===== config.mk =====
export PLATFORM = sky130hd
export DESIGN_NAME = ext_pipe
export DESIGN_NICKNAME = d
export VERILOG_FILES = /design/src/rtl/ext_pkg.sv /design/src/rtl/ext_field.sv /design/src/rtl/ext_pipe.sv
export SDC_FILE = /design/constraint.sdc
export NUM_CORES = 1
export LEC_CHECK = 0
export BUFFER_PORTS_ARGS = -buffer_cell sky130_fd_sc_hd__buf_2
export CAP_MARGIN = 30
export CORE_MARGIN = 3
export CORE_UTILIZATION = 45
export DETAILED_ROUTE_END_ITERATION = 10
export PLACE_DENSITY = 0.68
export SLEW_MARGIN = 20
export SYNTH_ARGS = -nofsm -noshare
export SYNTH_HDL_FRONTEND = slang
export SYNTH_SLANG_ARGS = --single-unit

===== constraint.sdc =====
create_clock -name clk -period 2.87 [get_ports clk]
set_clock_uncertainty 0.2 [all_clocks]
set_input_delay 0.4305 -clock clk [delete_from_list [all_inputs] [get_ports clk]]
set_output_delay 0.4305 -clock clk [all_outputs]
set_load 0.02 [all_outputs]

===== src/rtl/ext_pkg.sv =====
// Shared encodings for the extract/extend pipeline: access size codes and
// output skid-buffer occupancy states.
package ext_pkg;

   typedef enum logic [1:0] {
      SZ_BYTE  = 2'd0,
      SZ_HALF  = 2'd1,
      SZ_WORD  = 2'd2,
      SZ_DWORD = 2'd3
   } size_e;

   typedef enum logic [1:0] {
      EMPTY = 2'd0,
      ONE   = 2'd1,
      FULL  = 2'd2
   } buf_state_e;

endpackage


===== src/rtl/ext_field.sv =====
// Combinational field extraction: selects a byte/half/word/dword at a byte
// offset, sign- or zero-extends it, and zeroes misaligned or illegal accesses.
module ext_field
   import ext_pkg::*;
#(
   parameter int DATA_W = 32,
   localparam int OFF_W = $clog2(DATA_W/8)
) (
   input  logic [DATA_W-1:0] in_data,
   input  logic [OFF_W-1:0]  in_offset,
   input  logic [1:0]        in_size,
   input  logic              in_signext,
   output logic [DATA_W-1:0] out_data,
   output logic              out_misalign
);

   logic [DATA_W-1:0] shifted;
   logic [DATA_W-1:0] keep_mask;
   logic [DATA_W-1:0] msb_mask;
   logic [DATA_W-1:0] result;
   logic              legal;
   logic              aligned;
   logic              fill;

   always_comb begin
      shifted   = in_data >> {in_offset, 3'b000};
      keep_mask = '1;
      legal     = 1'b1;
      aligned   = 1'b1;
      case (size_e'(in_size))
         SZ_BYTE: keep_mask = DATA_W'(8'hFF);
         SZ_HALF: begin
            keep_mask = DATA_W'(16'hFFFF);
            aligned   = ~in_offset[0];
         end
         SZ_WORD: begin
            keep_mask = DATA_W'(32'hFFFF_FFFF);
            aligned   = (in_offset[1:0] == 2'b00);
         end
         SZ_DWORD: begin
            keep_mask = '1;
            legal     = (DATA_W == 64);
            aligned   = (in_offset == '0);
         end
         default: keep_mask = '1;
      endcase
      // The top kept bit is the field MSB; a full-width field has nothing to fill.
      msb_mask     = keep_mask & ~(keep_mask >> 1);
      fill         = in_signext & (|(shifted & msb_mask));
      result       = (shifted & keep_mask) | ({DATA_W{fill}} & ~keep_mask);
      out_misalign = ~(legal & aligned);
      out_data     = out_misalign ? '0 : result;
   end

endmodule


===== src/rtl/ext_pipe.sv =====
// Extract/extend stage behind a 2-entry skid buffer, plus a saturating count
// of misaligned requests. Only already-extended results are buffered.
module ext_pipe
   import ext_pkg::*;
#(
   parameter int DATA_W = 32,
   parameter int CNT_W  = 8,
   localparam int OFF_W = $clog2(DATA_W/8)
) (
   input  logic              clk,
   input  logic              reset_n,
   input  logic              in_valid,
   output logic              in_ready,
   input  logic [DATA_W-1:0] in_data,
   input  logic [OFF_W-1:0]  in_offset,
   input  logic [1:0]        in_size,
   input  logic              in_signext,
   output logic              out_valid,
   input  logic              out_ready,
   output logic [DATA_W-1:0] out_data,
   output logic              out_misalign,
   output logic [CNT_W-1:0]  misalign_cnt,
   output buf_state_e        state_dbg
);

   // Handshake: a transfer happens on a rising edge where valid and ready are
   // both 1. in_ready is a flop (state != FULL), so it never depends on out_ready
   // in the same cycle; the skid entry absorbs the request caught by that lag.

   logic [DATA_W-1:0] fld_data;
   logic              fld_mis;

   ext_field #(.DATA_W(DATA_W)) u_field (
      .in_data      (in_data),
      .in_offset    (in_offset),
      .in_size      (in_size),
      .in_signext   (in_signext),
      .out_data     (fld_data),
      .out_misalign (fld_mis)
   );

   buf_state_e        state_q, state_d;
   logic              in_ready_q, in_ready_d;
   logic              out_valid_q, out_valid_d;
   logic [DATA_W-1:0] out_data_q, out_data_d;
   logic              out_mis_q, out_mis_d;
   logic [DATA_W-1:0] skid_data_q, skid_data_d;
   logic              skid_mis_q, skid_mis_d;
   logic [CNT_W-1:0]  cnt_q, cnt_d;
   logic              in_xfer;
   logic              out_xfer;

   always_comb begin
      in_xfer     = in_valid & in_ready_q;
      out_xfer    = out_valid_q & out_ready;
      state_d     = state_q;
      out_data_d  = out_data_q;
      out_mis_d   = out_mis_q;
      skid_data_d = skid_data_q;
      skid_mis_d  = skid_mis_q;
      cnt_d       = cnt_q;

      case (state_q)
         EMPTY: begin
            if (in_xfer) begin
               out_data_d = fld_data;
               out_mis_d  = fld_mis;
               state_d    = ONE;
            end
         end
         ONE: begin
            case ({in_xfer, out_xfer})
               2'b10: begin
                  skid_data_d = fld_data;
                  skid_mis_d  = fld_mis;
                  state_d     = FULL;
               end
               2'b01: state_d = EMPTY;
               2'b11: begin
                  out_data_d = fld_data;
                  out_mis_d  = fld_mis;
               end
               default: state_d = ONE;
            endcase
         end
         FULL: begin
            if (out_xfer) begin
               out_data_d = skid_data_q;
               out_mis_d  = skid_mis_q;
               state_d    = ONE;
            end
         end
         default: state_d = EMPTY;
      endcase

      out_valid_d = (state_d != EMPTY);
      in_ready_d  = (state_d != FULL);

      if (in_xfer && fld_mis && (cnt_q != {CNT_W{1'b1}})) begin
         cnt_d = cnt_q + CNT_W'(1);
      end
   end

   always_ff @(posedge clk) begin
      if (!reset_n) begin
         state_q     <= EMPTY;
         in_ready_q  <= 1'b1;
         out_valid_q <= 1'b0;
         out_data_q  <= '0;
         out_mis_q   <= 1'b0;
         skid_data_q <= '0;
         skid_mis_q  <= 1'b0;
         cnt_q       <= '0;
      end else begin
         state_q     <= state_d;
         in_ready_q  <= in_ready_d;
         out_valid_q <= out_valid_d;
         out_data_q  <= out_data_d;
         out_mis_q   <= out_mis_d;
         skid_data_q <= skid_data_d;
         skid_mis_q  <= skid_mis_d;
         cnt_q       <= cnt_d;
      end
   end

   assign in_ready     = in_ready_q;
   assign out_valid    = out_valid_q;
   assign out_data     = out_data_q;
   assign out_misalign = out_mis_q;
   assign misalign_cnt = cnt_q;
   assign state_dbg    = state_q;

endmodule

==> results.toml <==
[detailed_routing]
wl_per_cell_um = 17.0
final_antenna_net_count = 0
route.vias.total = 3875
drc = 0
wl_um = 11200
first_iter_violations = 252
drt-pass1-iter-count = 5
viasPerCell = 5.87

[clock_network]
clock-sinks = 78
root_buffer = "clkbuf_8"
cts.clk_slew.worst_paths_ns = 0.08
tritoncts = "built"
cts_buffers = 9
cts_hold_buf = 0
postCtsSetupRepairBufs = 0
htreeDepth = 3
clkLatencyLatePin_ns = 0.36
cts-resized-gates = 0
clockBufferDepth = 2

[finish]
layout-drive-gt1-share_pct = 23.6
fillCellCount = 805
multi_input_area_um2 = 2210
ff_latch_area_um2 = 1560
layout.nets = 592
diodes = 0
final_util_pct = 55.8
area_growth_pct = 17.6

[worst_setup_path]
cpMaxStageDelayCell = "dfxtp_1"
critical_path.top_delay_family = "compound AO/OA/AOI/OAI gates"
cp.depth = 5
startpoint_type = "flop"
crit_type = "flop to flop"
critical_path.cell_chain = "a21boi_2 -> and2_1 -> nor2_1 -> buf_4 -> a221o_1"
path_max_fanout = 23
cp-end-kind = "flop"
reg2reg_depth = 5
crit_buf_inv = 1
arrival_ns = 2.21
cp_data_required_time_ns = 2.91
critPathMaxStageDelay_ns = 0.43

[logic_synthesis]
synth_xor_area_share_pct = 1.32
synth.distinct_cells = 57
syn_avg_cell_area_um2 = 8.32
yosysSeqAreaShare_pct = 39.3
synth_fa_ha_area_share_pct = 0.315
yosysWarnings = 0
synth-compound-area-share_pct = 29.1
synth_mux_area_share_pct = 5.19
synth_top_family_by_area = "compound AO/OA/AOI/OAI gates"
synth-edff-count = 0
postSynthCellCount = 478
synth-seq-cells = 78
synth-simple-area-share_pct = 19.5
yosys.area.top_type = "dfxtp_1"
synth_top_cells_by_area = "dfxtp_1, a21oi_1, nand2_1"
async_flop_share_pct = 0
synth_nets = 520
yosysTopAreaCellShare_pct = 39.3
syn_area_um2 = 3980
yosys_most_used_dff = "dfxtp_1"

[die]
core_area_um2 = 8380
die_w_um = 100
io_pins = 86
dieArea_um2 = 10000
initial_utilization_pct = 47.5
die-height_um = 100
num_rows = 33

[timing]
slew_headroom_pct = 62.6
setup_viol = 0
min_period_ns = 2.17
setup_ws_ns = 0.700
max_freq_ghz = 0.461
finalCritPeriodShare_pct = 75.6
hold_viol_final = 0
hold_ws_ns = 0.181
rsz0062_at_grt = "false"
tns_ns = 0
worst_pin_slew_ns = 0.561
timing_max_transition_violations_final = 0

[grt]
grt_pass1_wl_um = 17800
grt_max_degree = 35
grt_pass1_vias = 3571
antenna_found_initial = 0
grt_use_total_pct = 22.6
grt_overflow_total = 0

[placed_design]
routabilityCongestion = 0.890
dpl_worst_slack_ns = 0.450
port_buffers = 85
place_hpwl_um = 8200

[job]
drv_cap = 0

[power_and_ir_drop]
p_int_mw = 1.86
power_frac_seq_pct = 44.0
pwr-share-comb_pct = 21.4
p_sw_mw = 0.839
power.density_nw_per_um2 = 577
total_power_mw = 2.70
p_sw_share_pct = 31.1
leakagePower_nw = 1.96
ir_drop_uv = 447
p_clk_share_pct = 34.6

[worst_hold_path]
min_path_cells = 2
hp-class = "input pin to flop"

[status]
status = "finished clean"
## worst register-to-register path, stage by stage, from the launching register on
cell,delay (ns)
dfxtp_1,0.43
a21boi_2,0.29
and2_1,0.43
nor2_1,0.08
buf_4,0.23
a221o_1,0.39
## final timing paths
path | startpoint | endpoint | slack, ns
max | state_dbg[0] | skid_data_q[21] | 0.70
min | out_ready | in_ready | 0.18
max reg2reg | state_dbg[0] | skid_data_q[21] | 0.70
min reg2reg | skid_data_q[4] | skid_data_q[4] | 0.26
## placed cells by master (no fill, tap or decap), types with 2 or more instances in the layout
master | synthesis | routed
a22o_1 | 15 | 15
a21oi_1 | 78 | 78
a211oi_1 | 8 | 8
nand4_1 | 2 | 2
inv_1 | 2 | 2
a221oi_1 | 8 | 8
and4b_1 | 2 | 2
xor2_1 | 2 | 2
nand2_1 | 57 | 57
nor3_1 | 6 | 6
nand3_1 | 20 | 20
xnor2_1 | 4 | 4
o21ai_0 | 29 | 29
o2bb2ai_1 | 7 | 7
nor3b_1 | 2 | 2
nand4b_1 | 2 | 2
nor2_1 | 27 | 27
a311oi_1 | 7 | 7
buf_2 | 15 | 85
mux2i_1 | 18 | 18
nand2b_1 | 4 | 4
nor2b_1 | 8 | 7
clkbuf_8 | 0 | 10
a31oi_1 | 2 | 2
and2_1 | 4 | 4
bufinv_16 | 0 | 2
a221o_1 | 8 | 8
buf_4 | 1 | 15
and3_1 | 11 | 11
clkinv_4 | 0 | 2
nor2_2 | 3 | 3
dfxtp_1 | 78 | 78
## layer usage
layer	wire length, um	global-route usage [%]	up-vias
li1	-	-	1893
met1	5280	31.4	1844
met2	5010	35.1	118
met3	618	3.61	20
met4	293	9.12	0
met5	0	0	-
## per-stage QoR
stage,instance area (um^2),instances
floorplan,3980,478
global placement,4460,644
detailed placement,4460,644
CTS,4680,660
global route,4680,660
finish,4680,660
## Yosys cell counts (2+ instances only)
cell,number
buf_2,15
o2bb2ai_1,7
a31oi_1,2
a211oi_1,8
xnor2_1,4
o21ai_0,29
nand4b_1,2
buf_6,4
a221oi_1,8
nand4_1,2
nor3b_1,2
nor2_1,27
nand2_1,57
xor2_1,2
nor2_2,3
nand2b_1,4
a221o_1,8
dfxtp_1,78
buf_1,3
and4b_1,2
nand3_1,20
a22o_1,15
a311oi_1,7
nor3_1,6
inv_1,2
and2_1,4
clkbuf_1,16
mux2i_1,18
nor2b_1,8
a21oi_1,78
and3_1,11
## power groups by stage
stage	logic [mW]	clock network, mW	registers (mW)
floorplan	0.317	0	1.28
finish	0.578	0.933	1.19
global placement	0.567	0	1.21
global route	0.633	0.995	1.20
CTS	0.580	0.955	1.19
detailed placement	0.577	0	1.21
## final cells by class
class | count | share of cell area [%]
Inverter | 3 | 0.241
Timing Repair Buffer | 100 | 11.5
Tap cell | 105 | 2.81
Multi-Input combinational cell | 358 | 47.3
Clock inverter | 5 | 1.76
Clock buffer | 11 | 3.02
Sequential cell | 78 | 33.4
## logic make-up (layout without fill, tap and decap cells)
group,after synthesis,in the layout
AOI/OAI and AO/OA,175,175
xor gates and xnor gates,6,6
adders and majority gates,1,1
buffers and inverters,42,119
DFF,78,78
muxes,20,20
and+or+nand+nor,156,156
## sequential cells by signal (all words and copies together), names as in the netlist
register and cells:
skid_data_q 32, state_dbg 2, out_misalign 1, in_ready 1, out_valid 1, misalign_cnt 8, out_data 32, skid_mis_q 1
Power figures use the tool's default switching activity.
